--- src/rtl/xor_cipher_pkg.sv ---
// Shared constants and the keystream advance function for the N-channel XOR stream cipher.
package xor_cipher_pkg;

    localparam logic MODE_ROT  = 1'b0;
    localparam logic MODE_LFSR = 1'b1;

    // Widest keystream the advance function handles; callers pass their own M (<= KS_MAX).
    localparam int KS_MAX = 256;

    typedef logic [KS_MAX-1:0] ks_wide_t;

    // Advance a keystream by one beat of w bits within an m-bit register.
    // w and m are elaboration-time constants at every call site, so the shifts and the
    // step loop fold to fixed wiring / an unrolled XOR network.
    function automatic ks_wide_t ks_advance(
        input ks_wide_t ks,
        input ks_wide_t taps,
        input logic     mode,
        input int       w,
        input int       m
    );
        ks_wide_t mask;
        ks_wide_t res;
        logic     lsb;
        mask = {KS_MAX{1'b1}} >> (KS_MAX - m);
        if (mode == MODE_ROT) begin
            res = ((ks >> w) | (ks << (m - w))) & mask;
        end else begin
            // Galois steps; an all-zero register stays zero (no lockup guard by design).
            res = ks & mask;
            for (int s = 0; s < w; s++) begin
                lsb = res[0];
                res = res >> 1;
                if (lsb) begin
                    res = res ^ (taps & mask);
                end
            end
        end
        return res;
    endfunction

endpackage

--- src/rtl/xor_cipher_channel.sv ---
// One cipher channel: keystream register, single-entry output register and valid/ready handshake.
module xor_cipher_channel
    import xor_cipher_pkg::*;
#(
    parameter int W = 8,
    parameter int M = 32
) (
    input  logic         clk,
    input  logic         rst_n,
    input  logic         cfg_en,
    input  logic         sync,
    input  logic         mode,
    input  logic [M-1:0] key,
    input  logic [M-1:0] taps,
    input  logic         s_valid,
    output logic         s_ready,
    input  logic [W-1:0] s_data,
    output logic         m_valid,
    input  logic         m_ready,
    output logic [W-1:0] m_data,
    output logic         accept
);

    logic [M-1:0] ks_q;
    logic [M-1:0] ks_d;
    logic [M-1:0] eff;
    logic         m_valid_q;
    logic         m_valid_d;
    logic [W-1:0] m_data_q;
    logic [W-1:0] m_data_d;

    // Handshake and next-state: a sync reloads the keystream in the same cycle it is used,
    // so a beat accepted alongside sync is encrypted with the key itself.
    always_comb begin
        eff       = sync ? key : ks_q;
        s_ready   = ~cfg_en & (~m_valid_q | m_ready);
        accept    = s_valid & s_ready;
        ks_d      = eff;
        m_valid_d = m_valid_q;
        m_data_d  = m_data_q;
        if (accept) begin
            ks_d      = M'(ks_advance(ks_wide_t'(eff), ks_wide_t'(taps), mode, W, M));
            m_valid_d = 1'b1;
            m_data_d  = s_data ^ eff[W-1:0];
        end else if (m_ready) begin
            m_valid_d = 1'b0;
        end
    end

    // Channel state registers; reset drops any beat in flight.
    always_ff @(posedge clk or negedge rst_n) begin
        if (!rst_n) begin
            ks_q      <= '0;
            m_valid_q <= 1'b0;
            m_data_q  <= '0;
        end else begin
            ks_q      <= ks_d;
            m_valid_q <= m_valid_d;
            m_data_q  <= m_data_d;
        end
    end

    assign m_valid = m_valid_q;
    assign m_data  = m_data_q;

endmodule

--- src/rtl/xor_stream_cipher_nch.sv ---
// N-channel W-bit XOR stream cipher: serial {taps, key} config chain, implicit sync on
// config exit, per-channel cipher slices and an accepted-beat heartbeat counter.
module xor_stream_cipher_nch
    import xor_cipher_pkg::*;
#(
    parameter int W  = 8,
    parameter int M  = 32,
    parameter int N  = 2,
    parameter int HB = 3
) (
    input  logic           clk,
    input  logic           rst_n,
    input  logic           cfg_en,
    input  logic           cfg_i,
    output logic           cfg_o,
    input  logic           mode,
    input  logic           sync,
    input  logic [N-1:0]   s_valid,
    output logic [N-1:0]   s_ready,
    input  logic [N*W-1:0] s_data,
    output logic [N-1:0]   m_valid,
    input  logic [N-1:0]   m_ready,
    output logic [N*W-1:0] m_data,
    output logic [HB-1:0]  heartbeat
);

    logic [M-1:0]  key_q;
    logic [M-1:0]  key_d;
    logic [M-1:0]  taps_q;
    logic [M-1:0]  taps_d;
    logic          cfg_en_q;
    logic          cfg_en_d;
    logic          sync_int;
    logic [N-1:0]  accept;
    logic [HB-1:0] hb_q;
    logic [HB-1:0] hb_d;

    // Config chain shifts as one 2M-bit register: cfg_i enters key LSB, key MSB feeds taps LSB.
    always_comb begin
        key_d    = key_q;
        taps_d   = taps_q;
        cfg_en_d = cfg_en;
        if (cfg_en) begin
            taps_d = {taps_q[M-2:0], key_q[M-1]};
            key_d  = {key_q[M-2:0], cfg_i};
        end
    end

    // Leaving config mode reloads every keystream from the freshly loaded key.
    assign sync_int = sync | (cfg_en_q & ~cfg_en);

    for (genvar i = 0; i < N; i++) begin : g_ch
        xor_cipher_channel #(
            .W (W),
            .M (M)
        ) u_ch (
            .clk     (clk),
            .rst_n   (rst_n),
            .cfg_en  (cfg_en),
            .sync    (sync_int),
            .mode    (mode),
            .key     (key_q),
            .taps    (taps_q),
            .s_valid (s_valid[i]),
            .s_ready (s_ready[i]),
            .s_data  (s_data[i*W +: W]),
            .m_valid (m_valid[i]),
            .m_ready (m_ready[i]),
            .m_data  (m_data[i*W +: W]),
            .accept  (accept[i])
        );
    end

    // Heartbeat advances by the number of beats accepted this cycle, wrapping at 2^HB.
    always_comb begin
        hb_d = hb_q;
        for (int i = 0; i < N; i++) begin
            if (accept[i]) begin
                hb_d = hb_d + HB'(1);
            end
        end
    end

    // Top-level registers: config chain, cfg_en history and heartbeat.
    always_ff @(posedge clk or negedge rst_n) begin
        if (!rst_n) begin
            key_q    <= '0;
            taps_q   <= '0;
            cfg_en_q <= 1'b0;
            hb_q     <= '0;
        end else begin
            key_q    <= key_d;
            taps_q   <= taps_d;
            cfg_en_q <= cfg_en_d;
            hb_q     <= hb_d;
        end
    end

    assign cfg_o     = taps_q[M-1];
    assign heartbeat = hb_q;

endmodule

--- config.mk ---
export PLATFORM = sky130hd
export DESIGN_NAME = xor_stream_cipher_nch
export DESIGN_NICKNAME = d
export VERILOG_FILES = /design/src/rtl/xor_cipher_pkg.sv /design/src/rtl/xor_cipher_channel.sv /design/src/rtl/xor_stream_cipher_nch.sv
export SDC_FILE = /design/constraint.sdc
export NUM_CORES = 1
export LEC_CHECK = 0
export CORE_UTILIZATION = 40
export CTS_CLUSTER_SIZE = 30
export DETAILED_ROUTE_END_ITERATION = 8
export PLACE_DENSITY_LB_ADDON = 0.2
export SLEW_MARGIN = 30
export SYNTH_ARGS = -nofsm -noshare
export SYNTH_HDL_FRONTEND = slang
export SYNTH_SLANG_ARGS = --single-unit
export TNS_END_PERCENT = 20
--- constraint.sdc ---
create_clock -name clk -period 10.85 [get_ports clk]
set_input_delay 2.17 -clock clk [delete_from_list [all_inputs] [get_ports clk]]
set_output_delay 2.17 -clock clk [all_outputs]
set_load 0.03 [all_outputs]
Word-level counts from Yosys, hierarchy flattened
Cells that the tools add are included.
{ "classes": {"addsub": 2, "bitwise": 31, "n_reduce_logical": 2, "muxes": 56} }
{ "op_table": {"columns": ["operator", "n"], "rows": [
  ["32-bit two-way mux", 10],
  ["38-bit two-way mux", 6],
  ["37-bit two-way mux", 6],
  ["36-bit two-way mux", 6],
  ["35-bit two-way mux", 6],
  ["34-bit two-way mux", 6],
  ["33-bit two-way mux", 6],
  ["39-bit two-way mux", 4],
  ["38-bit by 32-bit bitwise XOR with 38-bit output", 2],
  ["37-bit by 32-bit bitwise XOR with 37-bit output", 2],
  ["36-bit by 32-bit bitwise XOR with 36-bit output", 2],
  ["35-bit by 32-bit bitwise XOR with 35-bit output", 2],
  ["34-bit by 32-bit bitwise XOR with 34-bit output", 2],
  ["33-bit by 32-bit bitwise XOR with 33-bit output", 2],
  ["24-bit by 32-bit OR with 32-bit output", 2],
  ["31-bit by 32-bit bitwise XOR with 32-bit output", 2],
  ["32-bit bitwise XOR", 2],
  ["8-bit bitwise XOR", 2],
  ["3-bit by 1-bit adder with 3-bit output (second input constant)", 2],
  ["3-bit two-way mux", 2],
  ["1-bit bitwise AND", 5],
  ["1-bit two-way mux", 4],
  ["2-bit nonzero test", 2],
  ["1-bit NOT", 3],
  ["1-bit OR", 3]
]} }
{ "word_totals": {"input_bits": 26, "ff_bits": 150, "out_inout_bits": 24} }

Logic depth before layout (Yosys ltp)
{ "logic_depth": {"word_depth": 36, "ltp_mapped": 18, "ltp_nobuf": 13} }

By module
Synthesis repeated with hierarchy kept, for this count alone.
{ "unflattened": {"cells_unflattened": 1961, "hier_area_um2": 15996.6} }
{ "modules_own_cells": {"columns": ["module", "cells_each", "n_inst", "area_per_inst_um2"], "rows": [
  ["xor_cipher_channel (g_ch[0].u_ch)", 944, 1, 6683.9],
  ["xor_cipher_channel (g_ch[1].u_ch)", 867, 1, 6522.5],
  ["xor_stream_cipher_nch", 150, 1, 2790.2]
]} }

Worst setup path before layout
Ideal clock, no wire load.
{ "synth_timing": {"path_type": "input to register", "startpoint": "input port sync", "endpoint": "register g_ch[1].u_ch.ks_q[30]", "t_arrival_ns": 5.455, "required_ns": 10.702, "setup_slack_ns": 5.246, "cell_stages": 15, "n_path_buf": 2, "setup_ns": 0.148, "cell_sequence": "buf_6 -> buf_6 -> nand2b_4 -> o21ai_2 -> o21ai_1 -> a311oi_4 -> mux2i_1 -> a211oi_1 -> or4_4 -> a21oi_1 -> mux2i_4 -> xnor3_2 -> a221o_1 -> o21ai_1 -> a221oi_2"} }
{ "synth_between": {"elab_chain_len": 33} }
{ "synth_rtl": {"columns": ["item", "line", "text"], "rows": [
  ["start, declared", "xor_stream_cipher_nch.sv:17", "input logic sync,"],
  ["1-bit OR (*)", "xor_stream_cipher_nch.sv:50", "assign sync_int = sync | (cfg_en_q & ~cfg_en);"],
  ["32-bit two-way mux (*)", "xor_cipher_channel.sv:35", "eff = sync ? key : ks_q;"],
  ["31-bit by 32-bit bitwise XOR with 32-bit output", "xor_cipher_pkg.sv:35", "res = res ^ (taps & mask);"],
  ["32-bit two-way mux", "xor_cipher_pkg.sv:34", "if (lsb) begin"],
  ["39-bit two-way mux", "xor_cipher_pkg.sv:26", "if (mode == MODE_ROT) begin"],
  ["39-bit two-way mux", "xor_cipher_channel.sv:41", "if (accept) begin"],
  ["38-bit two-way mux / 38-bit by 32-bit bitwise XOR with 38-bit output (equally long branches)", "xor_cipher_pkg.sv:34, xor_cipher_pkg.sv:35", null],
  ["38-bit two-way mux (on tied branches)", "xor_cipher_pkg.sv:26, xor_cipher_pkg.sv:34", null],
  ["[18 not listed]", null, null],
  ["33-bit two-way mux / 33-bit by 32-bit bitwise XOR with 33-bit output (equally long branches)", "xor_cipher_pkg.sv:34, xor_cipher_pkg.sv:35", null],
  ["33-bit two-way mux (on tied branches)", "xor_cipher_pkg.sv:26, xor_cipher_pkg.sv:34", null],
  ["33-bit two-way mux (on tied branches)", "xor_cipher_channel.sv:41, xor_cipher_pkg.sv:26", null],
  ["32-bit bitwise XOR / 33-bit two-way mux (equally long branches)", "xor_cipher_pkg.sv:35, xor_cipher_channel.sv:41", null],
  ["32-bit two-way mux", "xor_cipher_pkg.sv:34", null],
  ["32-bit two-way mux", "xor_cipher_pkg.sv:26", null],
  ["32-bit two-way mux (*)", "xor_cipher_channel.sv:41", null],
  ["via g_ch[1].u_ch.ks_d[30]", "xor_cipher_channel.sv:25", "logic [M-1:0] ks_d;"],
  ["end signal, assigned", "xor_cipher_channel.sv:57", "ks_q <= ks_d;"],
  ["end, declared", "xor_cipher_channel.sv:24", "logic [M-1:0] ks_q;"]
]} }
The timed path passes the listed nets; every way through them passes the cells marked *. The select of a mux whose other input is x is not followed.
A chain may end at the register's enable or synchronous reset.

Worst setup path after layout
Ends and elaborated chain as after synthesis.

==> results.py <==
metrics = {
    "run_status": {
        "outcome": "complete, no violations",
    },
    "global_routing": {
        "grt-ovfl-total": 0,
        "grt_max_degree": 58,
        "grt_pass1_vias": 13700,
        "grt_pass1_wl_um": 84700,
        "antenna_found_initial": 0,
        "track_usage": 0.267,
    },
    "placement": {
        "hpwl_um": 36100,
        "portBuffers": 49,
        "gp_congestion": 0.886,
        "pre_cts_slack_ns": 2.81,
    },
    "routing": {
        "drc_errors": 0,
        "wl_um": 54400,
        "final_antenna_net_count": 0,
        "first_pass_iters": 5,
        "via_count": 14400,
        "wl_per_cell_um": 21.2,
        "drt-initial-drc-count": 1295,
        "vias_per_cell": 5.60,
    },
    "layout": {
        "drive_gt1_frac": 0.121,
        "layout_commonest_cell": "nand2_1",
        "antenna_cells": 0,
        "syn_to_final_growth_pct": 7.95,
        "fillers": 3966,
        "layout_common_cells": "nand2_1, xnor2_1, dfrtp_1",
        "fin_util": 0.441,
        "nets": 2053,
    },
    "setup_path": {
        "worst_path_largest_cell_delay_ns": 0.99,
        "reg2reg_slack_ns": 5.28,
        "worstSetupPathType": "in2reg",
        "end_kind": "flip-flop",
        "critical_path_arrival_ns": 7.78,
        "cpMaxStageDelayCell": "clkdlybuf4s50_1",
        "startpoint_type": "input pin",
        "worst-path-max-fanout": 33,
        "cp_cell_sequence": "clkdlybuf4s50_1, inv_2, nand2_2, mux2i_1, a31oi_1, a211oi_4, mux2i_1, a32oi_1, and4_1, buf_4, nor3_1, xnor3_4, a221o_1, o21ai_1, a221oi_2",
        "crit_top_cell": "mux2i_1",
        "crit_required_ns": 11.15,
    },
    "yosys": {
        "yosysWarnings": 0,
        "avgSynthCellArea_um2": 7.74,
        "synth_top_family_by_area": "XOR/XNOR gates",
        "synth.top_cell.area_share": 0.233,
        "syn_area_mm2": 0.0163,
        "synthCells": 2107,
        "synth-async-reset-ratio": 1.00,
        "synth_cell_type_count": 79,
        "synth_area_leader_cell": "xnor2_1",
        "synth_edf_count": 0,
        "ys.flop_type": "dfrtp_1",
        "synth_area_leaders": "xnor2_1, dfrtp_1, nand2_1, mux2i_1, mux2_2",
        "synthAdderAreaFrac": 0.00154,
        "synth-compound-area-share": 0.122,
        "synth_xor_area_frac": 0.276,
        "ys_ff_latch": 150,
        "synth_nets": 2135,
        "synth_mux_area_frac": 0.0940,
        "yosysSeqAreaShare": 0.230,
        "synth-simple-area-share": 0.218,
    },
    "sta": {
        "hold_slack_ns": 0.479,
        "relSlewSlack": 0.375,
        "fmax_ghz": 0.134,
        "worst_clock_skew_ns": 0.0122,
        "fin_crit_ns": 7.47,
        "slew_viol_final": 0,
        "tightest_slew_ns": 0.934,
        "finalSetupTns_ns": 0,
        "fin_ws_ns": 3.38,
        "setup_violations": 0,
        "hold_viol_final": 0,
        "rsz0062_at_grt": "no",
        "finalCritPeriodShare": 0.689,
    },
    "floorplanning": {
        "fp.dieW_um": 204,
        "coreArea_mm2": 0.0399,
        "die_area_mm2": 0.0416,
        "die_y_um": 204,
        "io_pins": 50,
        "start_util": 0.408,
        "rows": 73,
    },
    "power_and_ir_drop": {
        "switchingPower_w": 0.00191,
        "p_leak_nw": 6.21,
        "intPower_w": 0.00218,
        "clockPowerShare": 0.155,
        "cellPowerDensity_mw_per_mm2": 233,
        "p_sw_frac": 0.467,
        "ir_drop_mv": 0.110,
        "power_frac_comb": 0.628,
        "seqPwrFrac": 0.218,
    },
    "clock_tree": {
        "cts_tree": "done",
        "clk_latency_ns": 0.46,
        "htree_levels": 4,
        "ctsHoldBuffers": 0,
        "cts_setup_buffers": 0,
        "clk_pin_slew_ns": 0.07,
        "cts_resized": 0,
        "cts_max_path_buffers": 2,
        "cts.sinks": 150,
        "cts_root_buf": "clkbuf_16",
        "numCtsBuffers": 17,
    },
    "flow_run": {
        "cap_violations": 0,
    },
    "worst_hold_path": {
        "min_path_type": "reg2reg",
    },
}
-- power groups by stage --
| stage | Combinational, W | Clock (W) | Sequential [W] |
|---|---|---|---|
| 2_1_floorplan | 0.00201 | 0 | 0.000848 |
| 3_5_place_dp | 0.00254 | 0 | 0.000897 |
| 3_3_place_gp | 0.00252 | 0 | 0.000893 |
| 4_1_cts | 0.00256 | 0.000645 | 0.000888 |
| 6_report | 0.00257 | 0.000633 | 0.000891 |
| 5_1_grt | 0.00277 | 0.000667 | 0.000912 |
-- worst max-delay path, delay by kind of cell --
kind | cells | cell delay [ns]
AO/OA/AOI/OAI | 6 | 1.64
multiplexers | 2 | 0.52
AND/OR/NAND/NOR | 3 | 0.98
buffers and inverters | 3 | 1.62
XOR/XNOR | 1 | 0.77
-- logic make-up (layout without fill, tap and decap cells) --
logic type / Yosys count / in the layout
AO/OA/AOI/OAI: 299 / 299
AND/OR/NAND/NOR: 804 / 804
adder cells (fa/ha/maj): 2 / 2
flip-flops: 150 / 150
XOR/XNOR: 502 / 502
multiplexers: 144 / 144
buffers and inverters: 206 / 137
-- cell usage after synthesis, types with 4 or more instances --
cell / instances
a2111oi_0: 8
a211oi_1: 8
a21boi_0: 6
a21oi_1: 87
a31oi_1: 7
and2_1: 4
and3_1: 7
and4_1: 4
buf_1: 25
buf_2: 14
buf_4: 12
buf_6: 13
clkbuf_1: 132
dfrtp_1: 150
inv_1: 8
mux2_2: 61
mux2i_1: 80
nand2_1: 589
nand2_2: 59
nand2b_1: 6
nand3_1: 15
nor2_1: 30
nor3_1: 14
nor3b_1: 54
o211a_1: 9
o21ai_0: 51
o21ai_1: 13
o22ai_1: 54
o31ai_1: 4
xnor2_1: 434
xnor2_2: 4
xor2_1: 59
-- final cells by class --
cell class,count,area [um2],share of cell area
multi-input cells,1751,11700,0.664
flip-flops and latches,150,3750,0.213
repair buffers,95,858,0.0488
well taps,525,657,0.0373
clock buffers,19,453,0.0257
clock inverters,13,148,0.00839
inverters,10,37.5,0.00213
-- metal layers --
layer,track usage,share of wire,up-vias
li1,-,-,6748
met1,0.363,0.44,6934
met2,0.425,0.46,566
met3,0.0379,0.061,111
met4,0.106,0.037,0
met5,0,0,-
-- final timing paths --
kind,start,endpoint,cells past startpoint
worst min register to register,g_ch[1].u_ch.m_data[4],g_ch[1].u_ch.m_data[4],2
max in group asynchronous,rst_n,key_q[13],3
min in group asynchronous,rst_n,heartbeat[1],1
worst min-delay path,g_ch[1].u_ch.m_data[4],g_ch[1].u_ch.m_data[4],2
worst max register to register,cfg_en_q,g_ch[1].u_ch.ks_q[30],14
worst max-delay path,sync,g_ch[1].u_ch.ks_q[30],15
-- registers in the layout, indices dropped and copies added, names as in the netlist --
name,flops
heartbeat,3
cfg_en_q,1
g_ch.u_ch.m_data,16
taps_q,32
key_q,32
g_ch.u_ch.m_valid,2
g_ch.u_ch.ks_q,64
-- through the flow --
step	instances	instance area, um2	power, W
2_1_floorplan	2107	16300	0.00286
3_3_place_gp	2529	16900	0.00341
3_5_place_dp	2531	17000	0.00344
4_1_cts	2563	17600	0.00409
5_1_grt	2563	17600	0.00435
6_report	2563	17600	0.00410
(Power assumes the default switching activity.)
